===== config.mk =====
export PLATFORM = sky130hd
export DESIGN_NAME = spu_sm_xmax_pipe
export DESIGN_NICKNAME = d
export VERILOG_FILES = /design/src/rtl/spu_sm_xmax_pipe.sv
export SDC_FILE = /design/constraint.sdc
export NUM_CORES = 1
export LEC_CHECK = 0
export ABC_AREA = 1
export CORE_UTILIZATION = 40
export DETAILED_ROUTE_END_ITERATION = 7
export DONT_BUFFER_PORTS = 1
export GPL_ROUTABILITY_DRIVEN = 0
export PLACE_DENSITY_LB_ADDON = 0.25
export RECOVER_POWER = 100
export SYNTH_ARGS = -nofsm -noshare
export SYNTH_HDL_FRONTEND = slang
export SYNTH_SLANG_ARGS = --single-unit

===== constraint.sdc =====
create_clock -name core_clk -period 3 [get_ports core_clk]
set_input_delay 0.75 -clock core_clk [delete_from_list [all_inputs] [get_ports core_clk]]
set_output_delay 0.75 -clock core_clk [all_outputs]
set_load 0.005 [all_outputs]

===== src/rtl/spu_sm_xmax_pipe.sv =====
// Running max/argmax over rows of LANES-wide signed beats for the softmax path.
// S1 registers the per-beat comparator tree result; S2 folds it into the row accumulator.
module spu_sm_xmax_pipe #(
    parameter int DW    = 8,
    parameter int LANES = 8,
    parameter int IDXW  = 12
) (
    input  logic                    core_clk,
    input  logic                    rst_n,
    input  logic                    flush,
    input  logic                    in_valid,
    output logic                    in_ready,
    input  logic [LANES*DW-1:0]     in_data,
    input  logic [LANES-1:0]        in_mask,
    input  logic                    in_last,
    output logic                    out_valid,
    input  logic                    out_ready,
    output logic signed [DW-1:0]    out_max,
    output logic [IDXW-1:0]         out_idx,
    output logic                    out_hit
);

    localparam int LW = $clog2(LANES);
    localparam logic signed [DW-1:0] MINV = {1'b1, {(DW-1){1'b0}}};
    localparam logic signed [DW-1:0] INIT = {1'b1, {(DW-2){1'b0}}, 1'b1};

    function automatic logic signed [DW-1:0] lane_value(input logic [DW-1:0] raw, input logic en);
        return en ? $signed(raw) : MINV;
    endfunction

    // Heap-ordered tree: node n has children 2n+1 (lower lanes) and 2n+2; ties keep the left child.
    logic signed [DW-1:0] node_val  [2*LANES-1];
    logic [LW-1:0]        node_lane [2*LANES-1];

    for (genvar i = 0; i < LANES; i++) begin : g_leaf
        assign node_val[LANES-1+i]  = lane_value(in_data[i*DW +: DW], in_mask[i]);
        assign node_lane[LANES-1+i] = LW'(i);
    end

    for (genvar n = 0; n < LANES-1; n++) begin : g_node
        logic take_right;
        assign take_right   = node_val[2*n+2] > node_val[2*n+1];
        assign node_val[n]  = take_right ? node_val[2*n+2]  : node_val[2*n+1];
        assign node_lane[n] = take_right ? node_lane[2*n+2] : node_lane[2*n+1];
    end

    logic                 vld_p1, last_p1;
    logic signed [DW-1:0] bmax_p1;
    logic [IDXW-1:0]      idx_p1;
    logic [IDXW-1:0]      beat_cnt;
    logic [IDXW-1:0]      idx_calc;
    logic signed [DW-1:0] acc_max;
    logic [IDXW-1:0]      acc_idx;
    logic                 acc_hit;
    logic                 stall, accept, s2_adv, out_en, take;
    logic signed [DW-1:0] m_max;
    logic [IDXW-1:0]      m_idx;
    logic                 m_hit;

    // A finished row parked in S1 blocks intake until the output slot frees up.
    assign stall    = vld_p1 & last_p1 & out_valid & ~out_ready;
    assign in_ready = ~stall;
    assign accept   = in_valid & in_ready & ~flush;
    assign idx_calc = (beat_cnt << LW) | IDXW'(node_lane[0]);

    assign s2_adv = vld_p1 & ~stall;
    assign out_en = ~out_valid | out_ready;
    assign take   = bmax_p1 > acc_max;
    assign m_max  = take ? bmax_p1 : acc_max;
    assign m_idx  = take ? idx_p1  : acc_idx;
    assign m_hit  = take | acc_hit;

    // ---- S1: beat reduction register (data path, no reset) ----
    always_ff @(posedge core_clk) begin
        if (!stall) begin
            bmax_p1 <= node_val[0];
            idx_p1  <= idx_calc;
        end
    end

    // ---- S1 control / S2 accumulate / output slot ----
    always_ff @(posedge core_clk or negedge rst_n) begin
        if (!rst_n) begin
            vld_p1    <= 1'b0;
            last_p1   <= 1'b0;
            beat_cnt  <= '0;
            acc_max   <= INIT;
            acc_idx   <= '0;
            acc_hit   <= 1'b0;
            out_valid <= 1'b0;
            out_max   <= INIT;
            out_idx   <= '0;
            out_hit   <= 1'b0;
        end else if (flush) begin
            vld_p1    <= 1'b0;
            last_p1   <= 1'b0;
            beat_cnt  <= '0;
            acc_max   <= INIT;
            acc_idx   <= '0;
            acc_hit   <= 1'b0;
            out_valid <= 1'b0;
        end else begin
            if (!stall) begin
                vld_p1  <= accept;
                last_p1 <= in_last;
            end
            if (accept) begin
                beat_cnt <= in_last ? '0 : beat_cnt + 1'b1;
            end
            if (s2_adv) begin
                if (last_p1) begin
                    acc_max <= INIT;
                    acc_idx <= '0;
                    acc_hit <= 1'b0;
                end else if (take) begin
                    acc_max <= bmax_p1;
                    acc_idx <= idx_p1;
                    acc_hit <= 1'b1;
                end
            end
            if (out_en) begin
                out_valid <= s2_adv & last_p1;
                if (s2_adv & last_p1) begin
                    out_max <= m_max;
                    out_idx <= m_idx;
                    out_hit <= m_hit;
                end
            end
        end
    end

endmodule

==> metrics.md <==
| Metric | Value |
|---|---|
| CTS tree | yes |
| Worst path arrival time | roughly 4.7 ns |
| Max-cap violations | 0 |
| Reg2reg setup slack | 0.29 ns |
| Number of enable flip-flop cells after synthesis | 20 |
| Max FO, Critical Path | 8 |
| Initial antenna violation count | 0 |
| Worst skew pair latency | ~0.33 ns |
| CP max stage cell | ha_1 |
| Reg clk slew, reported paths | 0.05 ns |
| Reg2Reg Depth | 11 |
| Share of cells above drive strength 1 | 0.414 |
| Cells after synthesis | 804 |
| Failing checks | negative setup slack |
| #FFs+latches synth | 74 |
| Final setup margin | -1.65 ns |
| Pin count of the biggest net entering global routing | 55 |
| Hold slack | between 0.1 and 0.15 ns |
| Top-count cell post-synth | nand2_1 |
| Initial DRC Count | around 240 |
| Setup violators final | 11 |
| Tcrit/Tclk final | 1.55 |
| Worst rel slew slack | 0.295 |
| # hold bufs at CTS | 0 |
| VDD IR max | 0.000532 V |
| Final Hold Violating Endpoints | 0 |
| Final Max Tran Viols | 0 |
| PD cells | 856 nW/µm² |
| Aggregate global routing overflow | 0 |
| WL/cell | 13.5 µm |
| CP endpoint kind | flip-flop |
| Total power | around 0.0073 W |
| Post-synthesis cell area | 5840 µm² |
| Via density | between 5 and 6 |
| WP data required | 3.08 ns |
| Synth warn | 0 |
| DR DRC count | 0 |
| Num CTS Buffers | 9 |
| Layout Cells excl Fill | 1,181 |
| Crit path time final | 4.65 ns |
| RSZ-0062 raised after global routing | yes |
| Critical Path Start Type | input pin |
| # placed instances | 1,115 |
| Most common library cells after synthesis | nand2_1, inv_1, o21ai_0 |
| RR Endpoint | out_idx[9]$_DFFE_PN0P_ |
| R2R Path Start | acc_max[7]$_DFFE_PN1P_ |
| Vias in the first global route | between 5,000 and 6,000 |
| Netlist cell types | 45 |
| Sequential fraction of the synthesis area | 0.335 |
| Clock sinks | 74 |
| Syn_area_per_cell | 7.27 µm² |
| P&R area growth vs syn | 46.7% |
| Cell Rows | 43 |
| I/O Buffers | 0 |
| Top cell type's share of synthesized area | 0.214 |
| HPWL Detailed | 11.2 mm |
| Tightest Pin Transition | 1.06 ns |
| Die Ht | 123 µm |
| Die ar. | roughly 15,000 µm² |
| Total vias in the final route | a little under 6,000 |
| Chip width | roughly 120 µm |
| Final Util | 0.611 |
| First-pass GRT wire length | 25.5 mm |
| CP peak stage delay | roughly 0.31 ns |
| CTS H-Tree Depth | 3 |
| Critical path class | input pin to flip-flop |
| Main synth FF type | dfrtp_1 |
| Core footprint | 14,000 µm² |
| Post-Route WL | 16.0 mm |
| ANT nets after route | 0 |
| Syn nets | 933 |
| Max Buffers Root-to-Sink | 2 |
| Top post-synthesis cells by area | dfrtp_1, nand2_1, ha_1 |
| Status | finished with violations |
| Starting Density | 0.416 |
| Largest area contributor in the netlist | dfrtp_1 |
| Leakage power | approximately 4.3 nW |
| Crit path top cell by count | buf_4 |
| Hold Path Class | input pin to async pin |
| Final Skew | 0.00783 ns |
| Total GRT Usage | 0.210 |
| Antenna cells | 0 |
| F_max | 215 MHz |
| Final nets | around 1,100 |
| Drt pass-1 iters | 5 |
| Clock root buffer | clkbuf_16 |
| Io pins | 101 |
| Synth async-reset ratio | 0.730 |
[through the flow]
stage	worst slack [ns]	area [µm²]	setup TNS (ns)
after floorplan	-1.74	6050	-18.86
after detailed placement	-2.04	7250	-21.88
final	-1.65	8570	-17.39
after global placement	-1.98	7250	-21.20
after global routing	-1.92	8570	-20.67
after CTS	-1.50	8070	-16.23
[state kept, by name, indices dropped and copies added (netlist names)]
name and cells:
beat_cnt 9, last_p1 1, acc_max 8, out_hit 1
bmax_p1 8, acc_idx 12, vld_p1 1, acc_hit 1
out_max 8, out_valid 1, idx_p1 12, out_idx 12
[area by class of cell]
cell class              count  area, µm²
repair inverters            1       6.26
clock inverters             6       66.3
clock buffers              10        229
multi-input cells         596       4100
fillers                  1179       5470
well taps                 180        225
repair buffers            202       1560
inverters                 112        438
flip-flops and latches     74       1960
[how the worst max path moves through the flow]
stage	startpoint	to	slack (ns)
floorplan	in_mask[7]	bmax_p1[0]$_DFFE_PN_	-1.74
global route	in_mask[2]	idx_p1[1]$_DFFE_PN_	-1.92
CTS	in_mask[7]	idx_p1[1]$_DFFE_PN_	-1.50
detailed placement	in_mask[7]	bmax_p1[3]$_DFFE_PN_	-2.04
global placement	in_mask[7]	bmax_p1[3]$_DFFE_PN_	-1.98
finish	in_data[37]	bmax_p1[1]$_DFFE_PN_	-1.65
[report_power, final]
part / switching, W / internal, W / total (W)
Clock: 0.000398 / 0.000646 / 0.00104
Combinational: 0.00255 / 0.00218 / 0.00473
Sequential: 0.000161 / 0.00140 / 0.00156
[kinds of logic (layout without fill, tap and decap cells)]
group           Yosys count  count (layout)  synth area share
buf+inv                 136             331            0.0934
compound gates          134             134             0.126
flops                    74              74             0.335
mux                       1               1           0.00171
xor+xnor                  3               3           0.00450
fa+ha+maj                51              51             0.109
simple gates            405             407             0.330
[critical path: cells and delay by family]
| family | cells | cell delay (ns) |
|---|---|---|
| simple gates | 14 | 1.36 |
| compound gates | 3 | 0.40 |
| buf+inv | 13 | 1.62 |
| fa+ha+maj | 2 | 0.57 |
[repair_timing]
| item | in CTS | in global routing |
|---|---|---|
| gates resized for setup | 66 | 90 |
| pin swaps | 56 | 87 |
| endpoints found under the setup margin | 11 | 11 |
| cloned | 2 | 2 |
| setup buffers | 33 | 13 |
[cells in the final DEF, fill, tap and decap left out, types with 3 or more instances in the layout]
cell,netlist,routed
dfrtp_1,50,50
nand4_1,31,31
inv_1,105,95
clkbuf_16,0,9
clkbuf_1,16,4
nand3_1,45,27
ha_4,0,17
nor2_1,50,32
and2_1,8,3
and2_4,0,5
a21oi_2,0,9
nor2_2,6,14
o21ai_1,2,10
edfxtp_1,20,20
buf_6,3,9
nand3_4,5,8
o21ai_2,0,11
inv_2,6,12
ha_1,51,32
nand2_2,34,57
nand3_2,6,23
nand2_1,210,177
nor2_4,0,10
o22ai_1,21,21
buf_4,3,187
o21ai_0,74,53
inv_4,0,5
nand2_4,3,11
a21oi_1,24,15
[metal layers]
metal / wire [µm] / GRT usage / vias up
li1: - / - / 3068
met1: 7420 / 0.273 / 2727
met2: 7970 / 0.362 / 108
met3: 435 / 0.0297 / 12
met4: 154 / 0.0579 / 0
met5: 0 / 0 / -
Note: power is estimated with default switching activity, not from simulation.
